$ cat config.mk
export PLATFORM = sky130hd
export DESIGN_NAME = alu_exec
export DESIGN_NICKNAME = d
export VERILOG_FILES = /design/src/rtl/alu_exec.sv
export SDC_FILE = /design/constraint.sdc
export NUM_CORES = 1
export LEC_CHECK = 0
export ABC_AREA = 1
export BUFFER_PORTS_ARGS = -buffer_cell sky130_fd_sc_hd__buf_2
export CAP_MARGIN = 20
export CORE_ASPECT_RATIO = 1.5
export CORE_MARGIN = 3
export CORE_UTILIZATION = 48
export CTS_CLUSTER_DIAMETER = 50
export DETAILED_ROUTE_END_ITERATION = 8
export GPL_ROUTABILITY_DRIVEN = 0
export PLACE_DENSITY = 0.75
export SLEW_MARGIN = 5
export SYNTH_ARGS = -nofsm -noshare
export SYNTH_HDL_FRONTEND = slang
export SYNTH_SLANG_ARGS = --single-unit
$ cat constraint.sdc
create_clock -name clk -period 2.3 [get_ports clk]
set_input_delay 0.69 -clock clk [delete_from_list [all_inputs] [get_ports clk]]
set_output_delay 0.69 -clock clk [all_outputs]
set_load 0.03 [all_outputs]
$ cat src/rtl/alu_exec.sv
// rtl/alu_exec.sv - registered ALU with valid/ready handshake and bit-serial shifter
`timescale 1ns/1ps

module alu_exec #(
    parameter int XLEN = 32
) (
    input  logic            clk,
    input  logic            rst_n,
    input  logic            in_valid,
    output logic            in_ready,
    input  logic [3:0]      alu_ctrl,
    input  logic [XLEN-1:0] op_a,
    input  logic [XLEN-1:0] op_b,
    output logic            out_valid,
    input  logic            out_ready,
    output logic [XLEN-1:0] result,
    output logic            zero,
    output logic            busy
);

    localparam logic [3:0] OP_ADD  = 4'b0000;
    localparam logic [3:0] OP_SUB  = 4'b0001;
    localparam logic [3:0] OP_AND  = 4'b0010;
    localparam logic [3:0] OP_OR   = 4'b0011;
    localparam logic [3:0] OP_XOR  = 4'b0100;
    localparam logic [3:0] OP_SLL  = 4'b0101;
    localparam logic [3:0] OP_SRL  = 4'b0110;
    localparam logic [3:0] OP_SRA  = 4'b0111;
    localparam logic [3:0] OP_SLT  = 4'b1000;
    localparam logic [3:0] OP_SLTU = 4'b1001;

    typedef enum logic {
        ST_IDLE  = 1'b0,
        ST_SHIFT = 1'b1
    } state_t;

    typedef enum logic [1:0] {
        SH_LEFT  = 2'b00,
        SH_LOGIC = 2'b01,
        SH_ARITH = 2'b10
    } shift_t;

    state_t          state_q,     state_d;
    shift_t          shop_q,      shop_d;
    logic [XLEN-1:0] shreg_q,     shreg_d;
    logic [4:0]      cnt_q,       cnt_d;
    logic            fill_q,      fill_d;
    logic [XLEN-1:0] result_q,    result_d;
    logic            zero_q,      zero_d;
    logic            out_valid_q, out_valid_d;

    logic            accept;
    logic            is_shift;
    logic [4:0]      shamt;
    logic [XLEN-1:0] comb_res;
    logic [XLEN-1:0] step_res;
    logic            slt_bit;
    logic            sltu_bit;

    assign shamt     = op_b[4:0];
    assign in_ready  = (state_q == ST_IDLE) && (!out_valid_q || out_ready);
    assign accept    = in_valid && in_ready;
    assign out_valid = out_valid_q;
    assign result    = result_q;
    assign zero      = zero_q;
    assign busy      = (state_q == ST_SHIFT);

    assign slt_bit   = ($signed(op_a) < $signed(op_b));
    assign sltu_bit  = (op_a < op_b);

    // Single-cycle results; shifts only reach here with shamt == 0 (pass op_a).
    always_comb begin
        comb_res = op_a + op_b;
        is_shift = 1'b0;
        case (alu_ctrl)
            OP_ADD:  comb_res = op_a + op_b;
            OP_SUB:  comb_res = op_a - op_b;
            OP_AND:  comb_res = op_a & op_b;
            OP_OR:   comb_res = op_a | op_b;
            OP_XOR:  comb_res = op_a ^ op_b;
            OP_SLL,
            OP_SRL,
            OP_SRA: begin
                comb_res = op_a;
                is_shift = 1'b1;
            end
            OP_SLT:  comb_res = {{(XLEN-1){1'b0}}, slt_bit};
            OP_SLTU: comb_res = {{(XLEN-1){1'b0}}, sltu_bit};
            default: comb_res = op_a + op_b;
        endcase
    end

    // One-bit shift step of the serial shift register; SRA fills with the captured sign.
    always_comb begin
        step_res = {shreg_q[XLEN-2:0], 1'b0};
        case (shop_q)
            SH_LEFT:  step_res = {shreg_q[XLEN-2:0], 1'b0};
            SH_LOGIC: step_res = {1'b0, shreg_q[XLEN-1:1]};
            SH_ARITH: step_res = {fill_q, shreg_q[XLEN-1:1]};
            default:  step_res = {shreg_q[XLEN-2:0], 1'b0};
        endcase
    end

    // Next-state and datapath updates: accept in IDLE, count down shift steps in SHIFT.
    always_comb begin
        state_d     = state_q;
        shop_d      = shop_q;
        shreg_d     = shreg_q;
        cnt_d       = cnt_q;
        fill_d      = fill_q;
        result_d    = result_q;
        zero_d      = zero_q;
        out_valid_d = out_valid_q;

        if (out_valid_q && out_ready) begin
            out_valid_d = 1'b0;
        end

        case (state_q)
            ST_IDLE: begin
                if (accept) begin
                    if (is_shift && (shamt != 5'd0)) begin
                        state_d = ST_SHIFT;
                        shreg_d = op_a;
                        cnt_d   = shamt;
                        fill_d  = op_a[XLEN-1];
                        case (alu_ctrl)
                            OP_SLL:  shop_d = SH_LEFT;
                            OP_SRL:  shop_d = SH_LOGIC;
                            default: shop_d = SH_ARITH;
                        endcase
                    end else begin
                        result_d    = comb_res;
                        zero_d      = (comb_res == '0);
                        out_valid_d = 1'b1;
                    end
                end
            end
            ST_SHIFT: begin
                shreg_d = step_res;
                cnt_d   = cnt_q - 5'd1;
                if (cnt_q == 5'd1) begin
                    state_d     = ST_IDLE;
                    result_d    = step_res;
                    zero_d      = (step_res == '0);
                    out_valid_d = 1'b1;
                end
            end
            default: begin
                state_d = ST_IDLE;
            end
        endcase
    end

    // State and datapath registers with asynchronous clear.
    always_ff @(posedge clk or negedge rst_n) begin
        if (!rst_n) begin
            state_q     <= ST_IDLE;
            shop_q      <= SH_LEFT;
            shreg_q     <= '0;
            cnt_q       <= '0;
            fill_q      <= 1'b0;
            result_q    <= '0;
            zero_q      <= 1'b0;
            out_valid_q <= 1'b0;
        end else begin
            state_q     <= state_d;
            shop_q      <= shop_d;
            shreg_q     <= shreg_d;
            cnt_q       <= cnt_d;
            fill_q      <= fill_d;
            result_q    <= result_d;
            zero_q      <= zero_d;
            out_valid_q <= out_valid_d;
        end
    end

endmodule
==> run_results.csv, run 1 <==
group,metric,value,unit
clocking,cts-root-buf,"clkbuf_16",
synth,synth_commonest_cells,"460 x nand2_1, 276 x inv_1, 148 x nand3_1, 145 x nor2_1, 100 x ha_1",
synth,syn_area,10100,um2
synth,synthTopCellsByArea,"dfrtp_1 19%, nand2_1 17%, ha_1 12%",
synth,ys_warn_count,0,
synth,ys_seq_area_frac,0.185,
global_route,grt_max_degree,41,
clocking,cts_buffers,9,
sta,worst-ep-kind,"register input",
synth,yosysUniqueCellTypes,49,
synth,yosysMostFrequentCell,"nand2_1",
synth,syn_nets,1843,
synth,ys_ff_latch,75,
synth,synthArstFlopShare,1.00,
die,ios,108,
sta,grt-worst-endpoint,"zero$_DFFE_PN0P_/D",
synth,synth_top_cell_by_area,"dfrtp_1",
global_route,grt_overflow,82,
clocking,clock_sinks,75,
die,rows,64,
clocking,holdBufCountCts,0,
outcome,status,"stopped before the end",
die,dieWidth,125,um
clocking,clockBufferDepth,2,
die,initial_core_util,0.493,
clocking,htree_levels,3,
synth,synth_edf_count,0,
placement,numPortBuffers,107,
placement,dp_slack,-846,ps
synth,netlist_instances,1669,
outcome,haltStage,"5_1_grt",
placement,dp_hpwl,35200,um
outcome,first-error,"[ERROR GRT-0232] Routing congestion too high. Check the congestion heatmap in the GUI.",
synth,synth_area_per_cell,6.08,um2
synth,synth_ff_type,"dfrtp_1",
placement,placed_area,14100,um2
synth,yosys.area.top_type_share,0.185,
die,die_h,184,um
global_route,grt_usage,0.597,
[metal layers]
metal	overflow	global-route usage
met2	50	0.839
met1	1	0.580
met5	0	0.0609
met3	0	0.363
met4	31	0.615
[metrics by stage]
step                      std cells  setup TNS [ps]  hold WS, ps
after floorplan                1669            -806          394
after global placement         2350          -18170          459
after detailed placement       2350          -20890          460
after CTS                      2382           -2690          250
[what timing repair did]
item                                    in CTS
buffers inserted                            18
endpoints found under the hold margin        0
endpoints found under the setup margin      28
gates resized for setup                    287
pin swaps                                   94
[cells by family after synthesis]
kind of cell | Yosys count | share of synthesized area
AOI/OAI and AO/OA | 307 | 0.198
xor gates and xnor gates | 4 | 0.00345
adders and majority gates | 102 | 0.127
buffers and inverters | 358 | 0.142
DFF | 75 | 0.185
and+or+nand+nor | 823 | 0.344
==> run 2, diff against run 1 <==
--- a/config.mk
+++ b/config.mk
@@ -8,13 +8,11 @@
 export ABC_AREA = 1
 export BUFFER_PORTS_ARGS = -buffer_cell sky130_fd_sc_hd__buf_2
 export CAP_MARGIN = 20
-export CORE_ASPECT_RATIO = 1.5
 export CORE_MARGIN = 3
-export CORE_UTILIZATION = 48
-export CTS_CLUSTER_DIAMETER = 50
+export CORE_UTILIZATION = 33
 export DETAILED_ROUTE_END_ITERATION = 8
 export GPL_ROUTABILITY_DRIVEN = 0
-export PLACE_DENSITY = 0.75
+export PLACE_DENSITY_LB_ADDON = 0.15
 export SLEW_MARGIN = 5
 export SYNTH_ARGS = -nofsm -noshare
 export SYNTH_HDL_FRONTEND = slang
==> run 2 against run 1 <==
Net effect:
- the flow now finishes, with violations (setup timing)
- synthesized cell count unchanged
- synthesized area did not move
==> run_results.csv, run 2 <==
group,metric,value,unit
global_route,grt_pass1_wl,73900,um
power,p_int,6240,uW
global_route,grt-busiest-layer,"met2",
critical_path,timing.critical_path.to,"result[18]",
synth,syn_nets,1843,
clocking,cts_tree,"built",
sta,setup_viol,28,
power,seqPwrFrac,0.177,
power,p_switching,5660,uW
detailed_routing,route.detailed.drc,0,
sta,hold_viol_final,0,
detailed_routing,drt-total-wl,48500,um
sta,slew_headroom,0.581,
critical_path,critPathSlowestCell,"fa_2",
sta,max_freq,372,MHz
power,power.combinational.fraction,0.686,
critical_path,reg2reg_to,"zero",
synth,yosysMostFrequentCell,"nand2_1",
clocking,cts-root-buf,"clkbuf_16",
synth,synth_edf_count,0,
synth,yosys.area.top_type_share,0.185,
critical_path,start_kind,"input pin",
power,swShare,0.476,
sta,fin_worst_skew,12.7,ps
critical_path,crit_buf_inv,2,
power,p_leak,0.00895,uW
synth,synthArstFlopShare,1.00,
critical_path,crit_path_max_fanout,3,
sta,tightest_slew,629,ps
critical_path,max_stage_delay,380,ps
global_route,grt_usage,0.283,
synth,ys_warn_count,0,
synth,synth_area_per_cell,6.08,um2
synth,yosysUniqueCellTypes,49,
critical_path,cp.required,2580,ps
detailed_routing,drtPass1Iterations,5,
clocking,clock_sinks,75,
clocking,htree_levels,3,
critical_path,critical_path_depth,16,
outcome,violations,"setup timing",
critical_path,reg2reg_slack,50,ps
clocking,clkLatencyLatePin,350,ps
die,die_area,32900,um2
die,rows,63,
die,die_h,181,um
global_route,grt_max_degree,64,
sta,finalCriticalPeriod,2680,ps
die,dieWidth,181,um
synth,synthTopCellsByArea,"dfrtp_1 19%, nand2_1 17%, ha_1 12%",
clocking,path_clk_slew,70,ps
sta,slew_viol_final,0,
worst_hold_path,hold_path_class,"input pin to asynchronous set/reset pin",
finish,final_common_cell,"buf_4",
synth,synth_commonest_cells,"460 x nand2_1, 276 x inv_1, 148 x nand3_1, 145 x nor2_1, 100 x ha_1",
critical_path,critPathKind,"input pin to register",
detailed_routing,drt-wirelength-per-cell,18.6,um
detailed_routing,num_vias,13800,
synth,synth_top_cell_by_area,"dfrtp_1",
placement,numPortBuffers,107,
critical_path,crit_chain,"buf_12 > ha_4 > fa_2 > nand2_4 > nand2_2 > nand3b_1 > nand2_2 > nand3_2 > nand3_2 > nand2_2 > nand3_1 > nand3_2 > nand2_2 > buf_4 > o211ai_1 > o21a_1",
critical_path,crit_path_start,"op_a[0]",
global_route,met3_usage,0.0425,
die,ios,108,
finish,layout_common_cells,"427 x buf_4, 324 x nand2_1, 198 x inv_1, 102 x nand2_2",
power,pwr-share-clk,0.137,
finish,final_layout_size_suffix_gt1_frac,0.507,
placement,dp_hpwl,37700,um
global_route,grt_util_met1,0.370,
synth,synth_ff_type,"dfrtp_1",
global_route,grt_overflow,0,
sta,finalCritPeriodShare,1.17,
detailed_routing,final_antenna_net_count,0,
detailed_routing,viasPerCell,5.29,
finish,areaGrowthSynthToFinish,75.1,%
critical_path,arrival,2970,ps
finish,nNetsFinal,2384,
critical_path,r2r_start,"shop_q[0]",
synth,netlist_instances,1669,
synth,ys_seq_area_frac,0.185,
synth,syn_area,10100,um2
critical_path,r2r_cells,11,
clocking,clockBufferDepth,2,
die,core_area,30000,um2
critical_path,path_delay_family,"simple AND/OR/NAND/NOR gates",
sta,holdWs,187,ps
critical_path,crit_path_frequent_cell,"nand2_2",
global_route,grt_pass1_vias,13600,
die,initial_core_util,0.339,
critical_path,crit_path_end_kind,"register",
detailed_routing,drt_iter0_markers,1181,
sta,setup_slack,-385,ps
synth,ys_ff_latch,75,
sta,rsz0062_at_grt,"yes",
clocking,cts_buffers,9,
global_route,antenna_found_initial,2,
finish,final_core_util,0.593,
power,ir_drop,0.000713,V
finish,antenna_cells,0,
run,max-cap-violations,0,
outcome,status,"complete, but fails checks",
power,p_per_area,670,nW/um2
global_route,use_met2,0.473,
finish,fillers,2745,
run 2: cell counts after synthesis:
No cell type changed its count.
run 2: power by group through the flow:
stage	Combinational [uW]	Clock, uW	Sequential (uW)
6_report	8170	1630	2100
5_1_grt	8770	1710	2160
4_1_cts	7700	1650	2100
3_5_place_dp	7060	0	2120
3_3_place_gp	7020	0	2110
2_1_floorplan	3460	0	2600
run 2: metal layers:
layer  share of wire  wire length [um]
met1            0.42             20200
met2            0.47             22600
met3           0.075              3660
met4           0.043              2100
met5         0.00023                11
run 2: worst min-delay path by stage:
| stage | to | depth (start not counted) | start |
|---|---|---|---|
| final | shreg_q[4] | 1 | rst_n |
| after floorplan | busy | 0 | rst_n |
| after CTS | shreg_q[4] | 1 | rst_n |
| after global placement | fill_q | 2 | fill_q |
| after global routing | shreg_q[4] | 1 | rst_n |
| after detailed placement | result[27] | 2 | result[27] |
run 2: worst register-to-register path, stage by stage, from the launching register on:
cell	delay (ps)
dfrtp_1	360
inv_1	60
ha_1	220
o21ai_2	250
buf_12	190
buf_12	120
o22ai_1	80
nor4_1	380
nand4_1	140
o31ai_1	240
nor2_1	80
nor2_2	80
run 2: cell families after synthesis:
logic type,after synthesis,synth area share
flip-flops,75,0.185
XOR/XNOR,4,0.00345
adder cells (fa/ha/maj),102,0.127
buffers and inverters,358,0.142
AO/OA/AOI/OAI,307,0.198
AND/OR/NAND/NOR,823,0.344
run 2: repair_timing:
item                       4_1_cts  5_1_grt
pin swaps                      108      105
setup endpoints to repair       29       33
hold buffers                     0        0
setup buffers                   43       30
resized for setup              428      207
run 2: final cells by class:
class	instances	area, um2	share of cell area
Clock inverter	6	93.8	0.00528
Tap cell	390	488	0.0275
Multi-Input combinational cell	1236	9090	0.512
Inverter	292	1180	0.0664
Timing Repair Buffer	596	4800	0.270
Clock buffer	10	239	0.0135
Sequential cell	75	1880	0.106
run 2: stage by stage:
step                      setup TNS [ps]  setup slack (ps)  power, uW  cells  instance area (um2)
final                              -5320              -385      11900   2605                17800
after global routing               -7650              -516      12600   2605                17800
after CTS                          -3360              -421      11500   2585                16900
after detailed placement          -25410             -1020       9190   2528                14700
after global placement            -24190              -984       9140   2528                14700
after floorplan                     -806              -215       6060   1669                10700
Power figures use the tool's default switching activity.
==> run 3, diff against run 2 <==
--- a/config.mk
+++ b/config.mk
@@ -12,6 +12,7 @@
 export CORE_UTILIZATION = 33
 export DETAILED_ROUTE_END_ITERATION = 8
 export GPL_ROUTABILITY_DRIVEN = 0
+export GPL_TIMING_DRIVEN = 0
 export PLACE_DENSITY_LB_ADDON = 0.15
 export SLEW_MARGIN = 5
 export SYNTH_ARGS = -nofsm -noshare
==> run 3 against run 2 <==
Net effect:
- the flow still finishes with violations (setup timing)
- worst hold slack improved by 93 ps
- via count is 9.3% lower
- global-route usage down 1.2 points
- clock-buffer cell count rose by 3
- power down 10%
- first-iteration DRC count fell by 4.4%
- non-clock buffer count fell by 331
- sequential share of layout area up 2.1 points
- critical path type unchanged
- largest cell class unchanged
- highest routed layer is now met4
==> run_results.csv, run 3 (same netlist as run 2, synthesis figures left out) <==
group,metric,value,unit
outcome,status,"complete, but fails checks",
outcome,violations,"setup timing",
power,ir_drop,0.000406,V
detailed_routing,num_vias,12500,
power,power,10700,uW
sta,setup_viol,23,
finish,final_common_cell,"nand2_1",
die,rows,63,
detailed_routing,viasPerCell,5.49,
die,die_h,181,um
finish,areaGrowthSynthToFinish,46.3,%
clocking,clock_sinks,75,
clocking,clkLatencyLatePin,340,ps
critical_path,crit_path_end_kind,"register",
sta,slew_headroom,0.462,
die,die_area,32900,um2
die,ios,108,
sta,setup_slack,-444,ps
critical_path,crit_path_max_fanout,4,
worst_hold_path,hold_path_class,"input pin to asynchronous set/reset pin",
critical_path,path_delay_family,"simple AND/OR/NAND/NOR gates",
sta,finalCriticalPeriod,2740,ps
critical_path,crit_path_frequent_cell,"nand2_2",
detailed_routing,final_antenna_net_count,0,
detailed_routing,drt-wirelength-per-cell,20.2,um
finish,final_layout_size_suffix_gt1_frac,0.384,
sta,slew_viol_final,0,
critical_path,crit_buf_inv,4,
global_route,grt_usage,0.271,
global_route,met3_usage,0.0664,
critical_path,arrival,3020,ps
clocking,cts_tree,"built",
clocking,path_clk_slew,60,ps
sta,rsz0062_at_grt,"yes",
clocking,holdBufCountCts,0,
sta,tightest_slew,808,ps
critical_path,crit_chain,"buf_12 > inv_16 > ha_4 > inv_4 > fa_2 > nand2_2 > nand2_4 > nand3_2 > nand2_4 > nand2_2 > nand2_2 > nand2_4 > nand2_1 > nand2_1 > nand3_1 > nand2_1 > nand2_2 > buf_4 > o211ai_1 > o21a_1",
detailed_routing,drt_iter0_markers,1129,
global_route,grt_overflow,0,
finish,nNetsFinal,2053,
global_route,use_met2,0.438,
placement,numPortBuffers,107,
critical_path,cp.required,2580,ps
power,p_per_area,722,nW/um2
clocking,htree_levels,3,
critical_path,start_kind,"input pin",
die,initial_core_util,0.339,
sta,fin_worst_skew,7.40,ps
detailed_routing,route.detailed.drc,0,
critical_path,max_stage_delay,340,ps
clocking,clockBufferDepth,2,
global_route,grt_max_degree,49,
sta,max_freq,364,MHz
global_route,grt-busiest-layer,"met2",
clocking,cts-root-buf,"clkbuf_16",
global_route,antenna_found_initial,1,
placement,dp_slack,-1210,ps
global_route,grt_util_met1,0.346,
power,p_leak,0.00723,uW
die,dieWidth,181,um
sta,finalCritPeriodShare,1.19,
critical_path,critPathSlowestCell,"fa_2",
global_route,grt_pass1_vias,12100,
clocking,cts_buffers,9,
global_route,grt_pass1_wl,69500,um
critical_path,critPathKind,"input pin to register",
detailed_routing,drtPass1Iterations,5,
run,max-cap-violations,0,
placement,dp_hpwl,36100,um
detailed_routing,drt-total-wl,45900,um
sta,hold_viol_final,0,
finish,fillers,3026,
die,core_area,30000,um2
finish,final_core_util,0.495,
finish,layout_common_cells,"348 x nand2_1, 200 x inv_1, 97 x buf_4, 89 x nand3_1, 83 x nor2_1",
-- run 3: cell type report --
class                      instances  area [um2]  share of cell area
multi-input combinational       1236        8890               0.600
sequential                        75        1880               0.127
timing repair buffer             207        1580               0.106
inverter                         292        1240              0.0836
tap                              390         488              0.0329
buffer                            58         444              0.0299
clock buffer                      13         270              0.0182
clock inverter                     3        43.8             0.00295
antenna                            1        2.50            0.000169
-- run 3: worst reg2reg max path, stage by stage (launching register included) --
cell and delay [ps]:
dfrtp_1 350, inv_1 60, ha_1 300, inv_1 140
buf_1 440, o22ai_1 210, nor4_1 370, nand4_1 200
o31ai_1 330, nor2_2 80, nor2_2 80
-- run 3: where the power goes --
group	total [uW]	switching [uW]	internal [uW]
logic	7110	4680	2420
registers	2100	248	1850
clock network	1500	571	932
total	10700	5500	5210
-- run 3: per-layer routing --
layer,share of wire,wire length [um]
met4,0.043,1980
met1,0.41,18800
met5,0,0
met2,0.46,20900
met3,0.093,4250
-- run 3: repair_timing --
| item | in CTS | in global routing |
|---|---|---|
| setup buffers | 83 | 16 |
| endpoints found under the setup margin | 68 | 65 |
| resized for setup | 523 | 107 |
| pin swaps | 134 | 85 |
| cloned | 2 | 0 |
-- run 3: per-stage QoR --
| step | setup TNS [ps] | hold WS (ps) | cell area, um2 | cells |
|---|---|---|---|---|
| floorplan | -806 | 394 | 10700 | 1669 |
| global placement | -43950 | 460 | 11700 | 2166 |
| detailed placement | -45370 | 469 | 11700 | 2167 |
| CTS | -4160 | 283 | 14400 | 2262 |
| global route | -8210 | 298 | 14800 | 2274 |
| finish | -5610 | 280 | 14800 | 2275 |
-- run 3: worst paths after layout --
check,from,endpoint,slack [ps],cells after the start
min in group clk,result[23],result[23],480,2
max,op_a[0],result[18],-440,20
max reg2reg,shop_q[0],zero,-330,10
min reg2reg,result[23],result[23],480,2
min,rst_n,shreg_q[2],280,1
max in group asynchronous,rst_n,result[16],1440,2
==> run 4, diff against run 3 <==
==> constraint.sdc (replaced) <==
create_clock -name clk -period 2.85 [get_ports clk]
set_input_delay 0.855 -clock clk [delete_from_list [all_inputs] [get_ports clk]]
set_output_delay 0.855 -clock clk [all_outputs]
set_load 0.02 [all_outputs]
==> run 4 against run 3 <==
Net effect:
- the flow still finishes with violations (setup timing)
- first-iteration DRC count grew 1.1%
- worst setup slack gained 350 ps
- power shrank 27%
- final cell count shrank 2.2%
- via count shrank 2.1%
- register-to-register slack gained 420 ps
- global-route usage shrank 1.8 points
- critical endpoint is now zero
==> run_results.csv, run 4 (same netlist as run 2, synthesis figures left out) <==
group,metric,value,unit
outcome,status,"complete, but fails checks",
outcome,violations,"setup timing",
placement,numPortBuffers,107,
die,die_h,181,um
die,dieWidth,181,um
sta,slew_viol_final,0,
clocking,clock_sinks,75,
finish,fin_area,13700,um2
critical_path,r2r_cells,11,
die,die_area,32900,um2
sta,slew_headroom,0.385,
finish,areaGrowthSynthToFinish,35.0,%
run,max-cap-violations,0,
critical_path,r2r_start,"shop_q[0]",
sta,finalCritPeriodShare,1.03,
sta,max_freq,340,MHz
global_route,grt_pass1_wl,65400,um
die,initial_core_util,0.339,
sta,holdWs,361,ps
sta,setup_viol,2,
critical_path,crit_path_max_fanout,10,
finish,nNetsFinal,2004,
critical_path,arrival,3220,ps
clocking,cts_buffers,9,
detailed_routing,final_antenna_net_count,0,
die,rows,63,
clocking,clkLatencyLatePin,340,ps
detailed_routing,drtPass1Iterations,6,
worst_hold_path,hold_path_class,"input pin to asynchronous set/reset pin",
sta,setup_tns,-131,ps
detailed_routing,drt_iter0_markers,1141,
sta,setup_slack,-92.2,ps
placement,dp_hpwl,34800,um
global_route,grt_usage,0.253,
clocking,path_clk_slew,60,ps
power,power,7850,uW
sta,finalCriticalPeriod,2940,ps
detailed_routing,drt-total-wl,43800,um
sta,tightest_slew,922,ps
power,p_leak,0.00675,uW
finish,final_core_util,0.457,
global_route,grt_pass1_vias,11400,
critical_path,critPathKind,"input pin to register",
detailed_routing,num_vias,12200,
clocking,clockBufferDepth,2,
critical_path,reg2reg_slack,90,ps
sta,rsz0062_at_grt,"yes",
power,p_per_area,574,nW/um2
clocking,holdBufCountCts,0,
detailed_routing,route.detailed.drc,0,
die,core_area,30000,um2
critical_path,start_kind,"input pin",
global_route,grt_overflow,0,
clocking,htree_levels,3,
placement,placed_area,11200,um2
clocking,cts-root-buf,"clkbuf_16",
sta,fin_worst_skew,11.8,ps
global_route,grt_max_degree,65,
finish,layout_common_cells,"354 x nand2_1, 222 x inv_1, 110 x nand3_1, 95 x buf_2, 86 x nor2_1",
global_route,antenna_found_initial,0,
finish,antenna_cells,0,
detailed_routing,drt-wirelength-per-cell,19.7,um
critical_path,reg2reg_to,"zero",
die,ios,108,
power,ir_drop,0.000489,V
sta,hold_viol_final,0,
detailed_routing,viasPerCell,5.50,
critical_path,cp.required,3120,ps
finish,final_common_cell,"nand2_1",
clocking,cts_tree,"built",
critical_path,crit_path_end_kind,"register",
finish,final_layout_size_suffix_gt1_frac,0.316,
[run 4: cell types whose count changed in the layout (fill, tap and decap cells not counted), moves of 10 or more]
cell / previous run / this run
buf_4: 97 / 54
inv_1: 200 / 222
nand3_1: 89 / 110
buf_6: 46 / 30
clkbuf_2: 16 / 0
buf_2: 80 / 95
clkbuf_1: 8 / 22
o21ai_0: 28 / 42
nand3_2: 46 / 34
o21ai_1: 26 / 15
inv_4: 27 / 17
nor2_2: 35 / 25
[run 4: timing repair]
item,in CTS,in global routing
endpoints found under the hold margin,0,0
setup buffers,19,22
pin swaps,58,69
gates cloned,0,1
endpoints found under the setup margin,23,62
gates resized for setup,270,277
[run 4: metal layers]
metal	GRT usage	wire [um]	vias to the layer above
met4	0.0954	2350	0
met2	0.411	19700	516
met3	0.0356	2860	104
met5	0	0	-
met1	0.342	18900	5795
li1	-	-	5812
[run 4: worst max-delay path by stage]
stage / from / to / slack, ps / cells past startpoint
2_1_floorplan: op_a[0] / zero / 8 / 21
3_3_place_gp: op_a[0] / zero / -1080 / 22
3_5_place_dp: op_a[0] / zero / -1110 / 22
4_1_cts: op_a[5] / zero / -90 / 21
5_1_grt: op_a[18] / zero / -220 / 20
6_report: op_a[22] / zero / -90 / 18
[run 4: cell type report]
class	count	area (um2)
Fill cell	3211	16300
Clock buffer	10	229
Clock inverter	5	55.1
Buffer	66	485
Multi-Input combinational cell	1236	8440
Sequential cell	75	1880
Tap cell	390	488
Inverter	292	1170
Timing Repair Buffer	150	945
[run 4: per-stage QoR]
stage | setup WS (ps) | std cells
after floorplan | 8.31 | 1669
after global placement | -1080 | 2166
after detailed placement | -1110 | 2167
after CTS | -94.5 | 2201
after global routing | -224 | 2224
final | -92.2 | 2224
[run 4: power by group]
| part | switching, uW | leakage, uW | internal (uW) |
|---|---|---|---|
| sequential | 175 | 0.000964 | 1500 |
| combinational | 3400 | 0.00565 | 1660 |
| clock | 449 | 0.000134 | 670 |
| total | 4030 | 0.00675 | 3830 |
[run 4: worst max-delay path: stages]
cell	delay, ps
buf_4	110
inv_2	70
ha_1	290
buf_6	160
inv_1	110
a21oi_2	180
nand2_1	140
a21oi_2	190
inv_1	60
a21oi_1	160
nand3_1	90
nand3_1	100
nand3_2	150
nor2_2	160
nand3_1	100
nor2_2	140
nor2_2	70
nor2_2	70
